**src/rtl/if_id_pipe.sv**
```systemverilog
// ----------------------------------------------------------------------------
// if_id_pipe
// Fetch/decode boundary register with a valid/ready handshake, an optional
// second (skid) entry, flush, and stall selection from a global stall vector.
//
// Ports
//   clk, rst_n              clock, asynchronous active-low reset
//   in_valid / in_ready     fetch-side handshake
//   in_pc, in_inst          fetch-side payload
//   out_valid / out_ready   decode-side handshake
//   out_pc, out_inst        decode-side payload (all-zero while invalid)
//   stall_signal            global stall vector, only bit STALL_BIT is used
//   flush                   drop every held and incoming instruction
//   occupancy               number of held entries (0..2)
//
// SKID=1: two entries, in_ready is a flop output (no path from out_ready/stall).
// SKID=0: one entry, in_ready is combinational so the stage still streams.
// ----------------------------------------------------------------------------
module if_id_pipe #(
  parameter int unsigned XLEN      = 32,
  parameter int unsigned ILEN      = 32,
  parameter int unsigned STALL_LEN = 6,
  parameter int unsigned STALL_BIT = 1,
  parameter int unsigned SKID      = 1
) (
  input  logic                 clk,
  input  logic                 rst_n,
  input  logic                 in_valid,
  output logic                 in_ready,
  input  logic [XLEN-1:0]      in_pc,
  input  logic [ILEN-1:0]      in_inst,
  output logic                 out_valid,
  input  logic                 out_ready,
  output logic [XLEN-1:0]      out_pc,
  output logic [ILEN-1:0]      out_inst,
  input  logic [STALL_LEN-1:0] stall_signal,
  input  logic                 flush,
  output logic [1:0]           occupancy
);

  localparam int unsigned ENTRY_W = XLEN + ILEN;
  localparam bit          SKID_EN = (SKID != 0);

  typedef struct packed {
    logic [XLEN-1:0] pc;
    logic [ILEN-1:0] inst;
  } entry_t;

  // Main entry drives the outputs; skid entry absorbs one beat during a stall.
  logic   main_valid_q, main_valid_d;
  entry_t main_q,       main_d;
  logic   skid_valid_q, skid_valid_d;
  entry_t skid_q,       skid_d;

  logic   stall_c;
  logic   acc_c;
  logic   con_c;
  entry_t in_entry_c;

  // Only one bit of the stall vector matters; the rest are intentionally ignored.
  logic   unused_stall_bits;
  assign unused_stall_bits = ^stall_signal;

  assign stall_c    = stall_signal[STALL_BIT];
  assign in_entry_c = '{pc: in_pc, inst: in_inst};
  assign acc_c      = in_valid & in_ready;
  // A stall looks to this stage exactly like the decoder not being ready.
  assign con_c      = main_valid_q & out_ready & ~stall_c;

  // Ready generation differs between the two build options.
  generate
    if (SKID_EN) begin : g_skid_ready
      assign in_ready = ~skid_valid_q;
    end else begin : g_reg_ready
      assign in_ready = ~main_valid_q | con_c;
    end
  endgenerate

  // Next-state selection, highest priority first.
  always_comb begin
    main_valid_d = main_valid_q;
    main_d       = main_q;
    skid_valid_d = skid_valid_q;
    skid_d       = skid_q;

    if (flush) begin
      // Branch redirect: everything held or offered this cycle is wrong-path.
      main_valid_d = 1'b0;
      main_d       = entry_t'(ENTRY_W'(0));
      skid_valid_d = 1'b0;
      skid_d       = entry_t'(ENTRY_W'(0));
    end else if (!main_valid_q) begin
      if (acc_c) begin
        main_valid_d = 1'b1;
        main_d       = in_entry_c;
      end
    end else if (con_c) begin
      if (skid_valid_q) begin
        // Skid is older than anything fetch can offer (in_ready is low here).
        main_valid_d = 1'b1;
        main_d       = skid_q;
        skid_valid_d = 1'b0;
        skid_d       = entry_t'(ENTRY_W'(0));
      end else if (acc_c) begin
        main_valid_d = 1'b1;
        main_d       = in_entry_c;
      end else begin
        // Drained with nothing behind it: leave an all-zero bubble.
        main_valid_d = 1'b0;
        main_d       = entry_t'(ENTRY_W'(0));
      end
    end else if (acc_c && SKID_EN) begin
      // Decoder is blocked but in_ready was already high: park the beat.
      skid_valid_d = 1'b1;
      skid_d       = in_entry_c;
    end
  end

  // State registers; reset empties both entries immediately.
  always_ff @(posedge clk or negedge rst_n) begin
    if (!rst_n) begin
      main_valid_q <= 1'b0;
      main_q       <= entry_t'(ENTRY_W'(0));
      skid_valid_q <= 1'b0;
      skid_q       <= entry_t'(ENTRY_W'(0));
    end else begin
      main_valid_q <= main_valid_d;
      main_q       <= main_d;
      skid_valid_q <= skid_valid_d;
      skid_q       <= skid_d;
    end
  end

  assign out_valid = main_valid_q;
  assign out_pc    = main_q.pc;
  assign out_inst  = main_q.inst;
  assign occupancy = {1'b0, main_valid_q} + {1'b0, skid_valid_q};

endmodule

```
**config.mk**
```make
export PLATFORM = sky130hd
export DESIGN_NAME = if_id_pipe
export DESIGN_NICKNAME = d
export VERILOG_FILES = /design/src/rtl/if_id_pipe.sv
export SDC_FILE = /design/constraint.sdc
export NUM_CORES = 1
export LEC_CHECK = 0
export ABC_AREA = 1
export BUFFER_PORTS_ARGS = -buffer_cell sky130_fd_sc_hd__buf_2
export CAP_MARGIN = 20
export CORE_MARGIN = 2
export CORE_UTILIZATION = 25
export CTS_BUF_LIST = sky130_fd_sc_hd__clkbuf_16
export CTS_CLUSTER_SIZE = 25
export DETAILED_ROUTE_END_ITERATION = 10
export PLACE_DENSITY_LB_ADDON = 0.25
export SLEW_MARGIN = 20
export SYNTH_ARGS = -nofsm -noshare
export SYNTH_HDL_FRONTEND = slang
export SYNTH_SLANG_ARGS = --single-unit
```
**constraint.sdc**
```tcl
create_clock -name clk -period 4.2 [get_ports clk]
set_input_delay 0.63 -clock clk [delete_from_list [all_inputs] [get_ports clk]]
set_output_delay 0.63 -clock clk [all_outputs]
set_load 0.05 [all_outputs]
```
==> impl_results.md <==
- Status: completed
- Gr ovfl total: 0
- CP arrival: 3.34 ns
- TritonCTS Buffers: 17
- Reg2reg setup slack: 1.15 ns
- Core Box Area: 25,840 um2
- Synth Net Count: ~1,000
- Compound-Gate Fraction of Synth Area: 0.7466%
- Die W: between 150 and 200 um
- DRC viols: 0
- Starting Density: 25.30%
- Final GP Congestion: about 0.70
- Largest net degree at the start of global routing: ~90
- Post-CTS Setup Inserts: 0
- Via count: 5,934
- RSZ-0062 raised after global routing: false
- Max-slew violations: 0
- Maximum buffer depth of the clock tree: 2
- I/O pin cnt: roughly 140
- Nature of the critical path startpoint: flop
- Slew @ Worst Pin: 0.9307 ns
- Max incr delay on CP: 0.87 ns
- Worst-path fanout max: between 60 and 70
- Layout cells sized above 1: 18.17%
- CTS Hold Bufs: 0
- Max Cap Viol: 0
- Final Non-Filler Cells: 1,375
- H-tree lvl count: 4
- Detailed Place HPWL: 11.31 mm
- Seq/Total Area, Yosys: 49.77%
- Post-Syn Area: 6536 um2
- Commonest non-fill, non-tap cell in the layout: nand2_1
- Fin crit period: 3.052 ns
- Die area: 27,450 um2
- CTS tree: built
- Crit path max-delay family: simple AND/OR/NAND/NOR gates
- Pre-CTS WS: between 1 and 1.5 ns
- Netlist cell types: 20
- Clock sink count: 130
- Reg clk slew, reported paths: 0.07 ns
- CP Class: flop to flop
- Req. time, crit path: 4.49 ns
- Fillers: 2,826
- Power density over the cells: 445.9 nW/um2
- Avg Inst Size Synth: 7.105 um2
- Post-Route WL: 20.12 mm
- Hold Fails Final Rpt: 0
- Post-synthesis xor/xnor area fraction: 0%
- Ant. Diodes: 0
- Layout Nets: 1,103
- GR Util All Layers: 15.19%
- Highest Clock Rate: 0.3276 GHz
- Avg WL per Cell: roughly 15 um
- Layout area overhead: 23.03%
- Fin util: a little under a third
- Worst setup margin: 1.148 ns
- Port bufs: 137
- First-pass GRT wire length: 33.22 mm
- Crit. End Element: flop
- Worst IR Drop VDD: approximately 180 uV
- # resized after CTS: 0
- Worst slew margin: a little under two fifths
- Crit-path slowest cell: nand3_4
- Syn. warnings: 0
- Cell mode on critical path: nand3_4
- Seq cells post-synth: 130
- WHS: 0.2990 ns
- Antenna violations before repair: 0
- DR iter-0 viols: 491
- Root buf cell: clkbuf_16
- DR vias/cell: between 4 and 5
- Syn Inst Count: 920
- Worst-Skew Late Latency: slightly above 0.4 ns
- Die height: 165.7 um
- Vias in the first global route: between 5k and 6k
- Most frequent cells in the layout: nand2_1, buf_2, nand3_1
- Portion of netlist area occupied by mux cells: 0%
- Synth Area in Simple Gates: between 40% and 50%
- Setup Total Neg Slack: 0 ns
- Placed Cells incl. Taps: ~1.3k
- First-pass detailed-route iteration total: 7
- Period utilisation layout: between 70% and 80%
- Adder-cell share of the synthesized area: 0.1914%
- Main combinational cell family by area after synthesis: simple AND/OR/NAND/NOR gates
- Worst clock skew: 0.01121 ns
- Buf+Inv Stages, Crit Path: 1
- Leak: 4.834 nW
- Row Count: 59
- Finish-stage setup viols: 0
- Worst hold path type: input pin to async pin
- Worst-path cell chain: buf_4, nand3_4, nand3_4, nand3_4, nand2_1, nand2_1
- Remaining antenna violation count: 0
[power by group]
part	leakage, nW	internal, W	switching (W)
combinational	2.83	0.000164	0.000516
clock	0.279	0.000869	0.000598
sequential	1.73	0.00137	0.0000649
total	4.83	0.00241	0.00118
[worst register-to-register path, stage by stage (launching register included)]
cell,delay [ns]
dfrtp_2,0.35
buf_4,0.44
nand3_4,0.21
nand3_4,0.66
nand3_4,0.88
nand2_1,0.33
nand2_1,0.07
[synthesized netlist by cell type]
cell / instances / area [um2]
inv_2: 2 / 7.510
o21ai_0: 1 / 5.000
buf_4: 1 / 7.510
nand3_4: 1 / 17.52
nand3_2: 2 / 20.02
buf_2: 29 / 145.1
a31oi_1: 1 / 6.260
a21oi_4: 2 / 32.53
buf_1: 5 / 18.77
nor2_1: 67 / 251.5
a21oi_1: 1 / 5.000
ha_1: 1 / 12.51
dfrtp_1: 130 / 3253
nand2_1: 453 / 1700
inv_1: 68 / 255.2
nor2_2: 1 / 6.260
clkbuf_1: 18 / 67.56
nand2_2: 1 / 6.260
buf_6: 6 / 67.56
nand3_1: 130 / 650.6
[state kept, by name, indices dropped and copies added (netlist names)]
register and count:
skid_valid_q 1, skid_q 64, out_pc 32, out_valid 1
out_inst 32
[cell type report]
type | instances | area, um2 | area share (%)
well taps | 335 | 419.2 | 5.212
clock inverters | 15 | 145.1 | 1.805
inverters | 70 | 262.8 | 3.267
clock buffers | 17 | 425.4 | 5.290
flip-flops and latches | 130 | 3256 | 40.49
multi-input cells | 661 | 2741 | 34.09
repair buffers | 147 | 792.0 | 9.849
[stage by stage]
| step | power [W] | instance area (um2) |
|---|---|---|
| floorplan | 0.001926 | 6536 |
| global placement | 0.002149 | 7466 |
| detailed placement | 0.002157 | 7466 |
| CTS | 0.003657 | 8036 |
| global route | 0.003786 | 8041 |
| finish | 0.003586 | 8041 |
[worst paths after layout]
path,startpoint,to,cells after the start
worst max-delay path,out_valid,skid_q[41],6
worst min-delay path,rst_n,out_inst[24],1
worst max register to register,out_valid,skid_q[41],6
worst min register to register,out_pc[0],out_pc[0],2
max in group asynchronous,rst_n,out_pc[12],2
min in group clk,flush,out_valid,2
[metal layers]
layer	global-route usage (%)	vias up	part of all wire, %
met4	3.176	0	0.60
met3	3.895	10	5.2
li1	-	3009	-
met1	20.95	2776	49
met5	0	-	0
met2	24.16	139	45
[kinds of logic (layout without fill, tap and decap cells)]
logic type | count (synthesis) | in the layout
buf+inv | 129 | 249
simple gates | 655 | 655
fa+ha+maj | 1 | 1
compound gates | 5 | 5
flops | 130 | 130
Power figures use the tool's default switching activity.
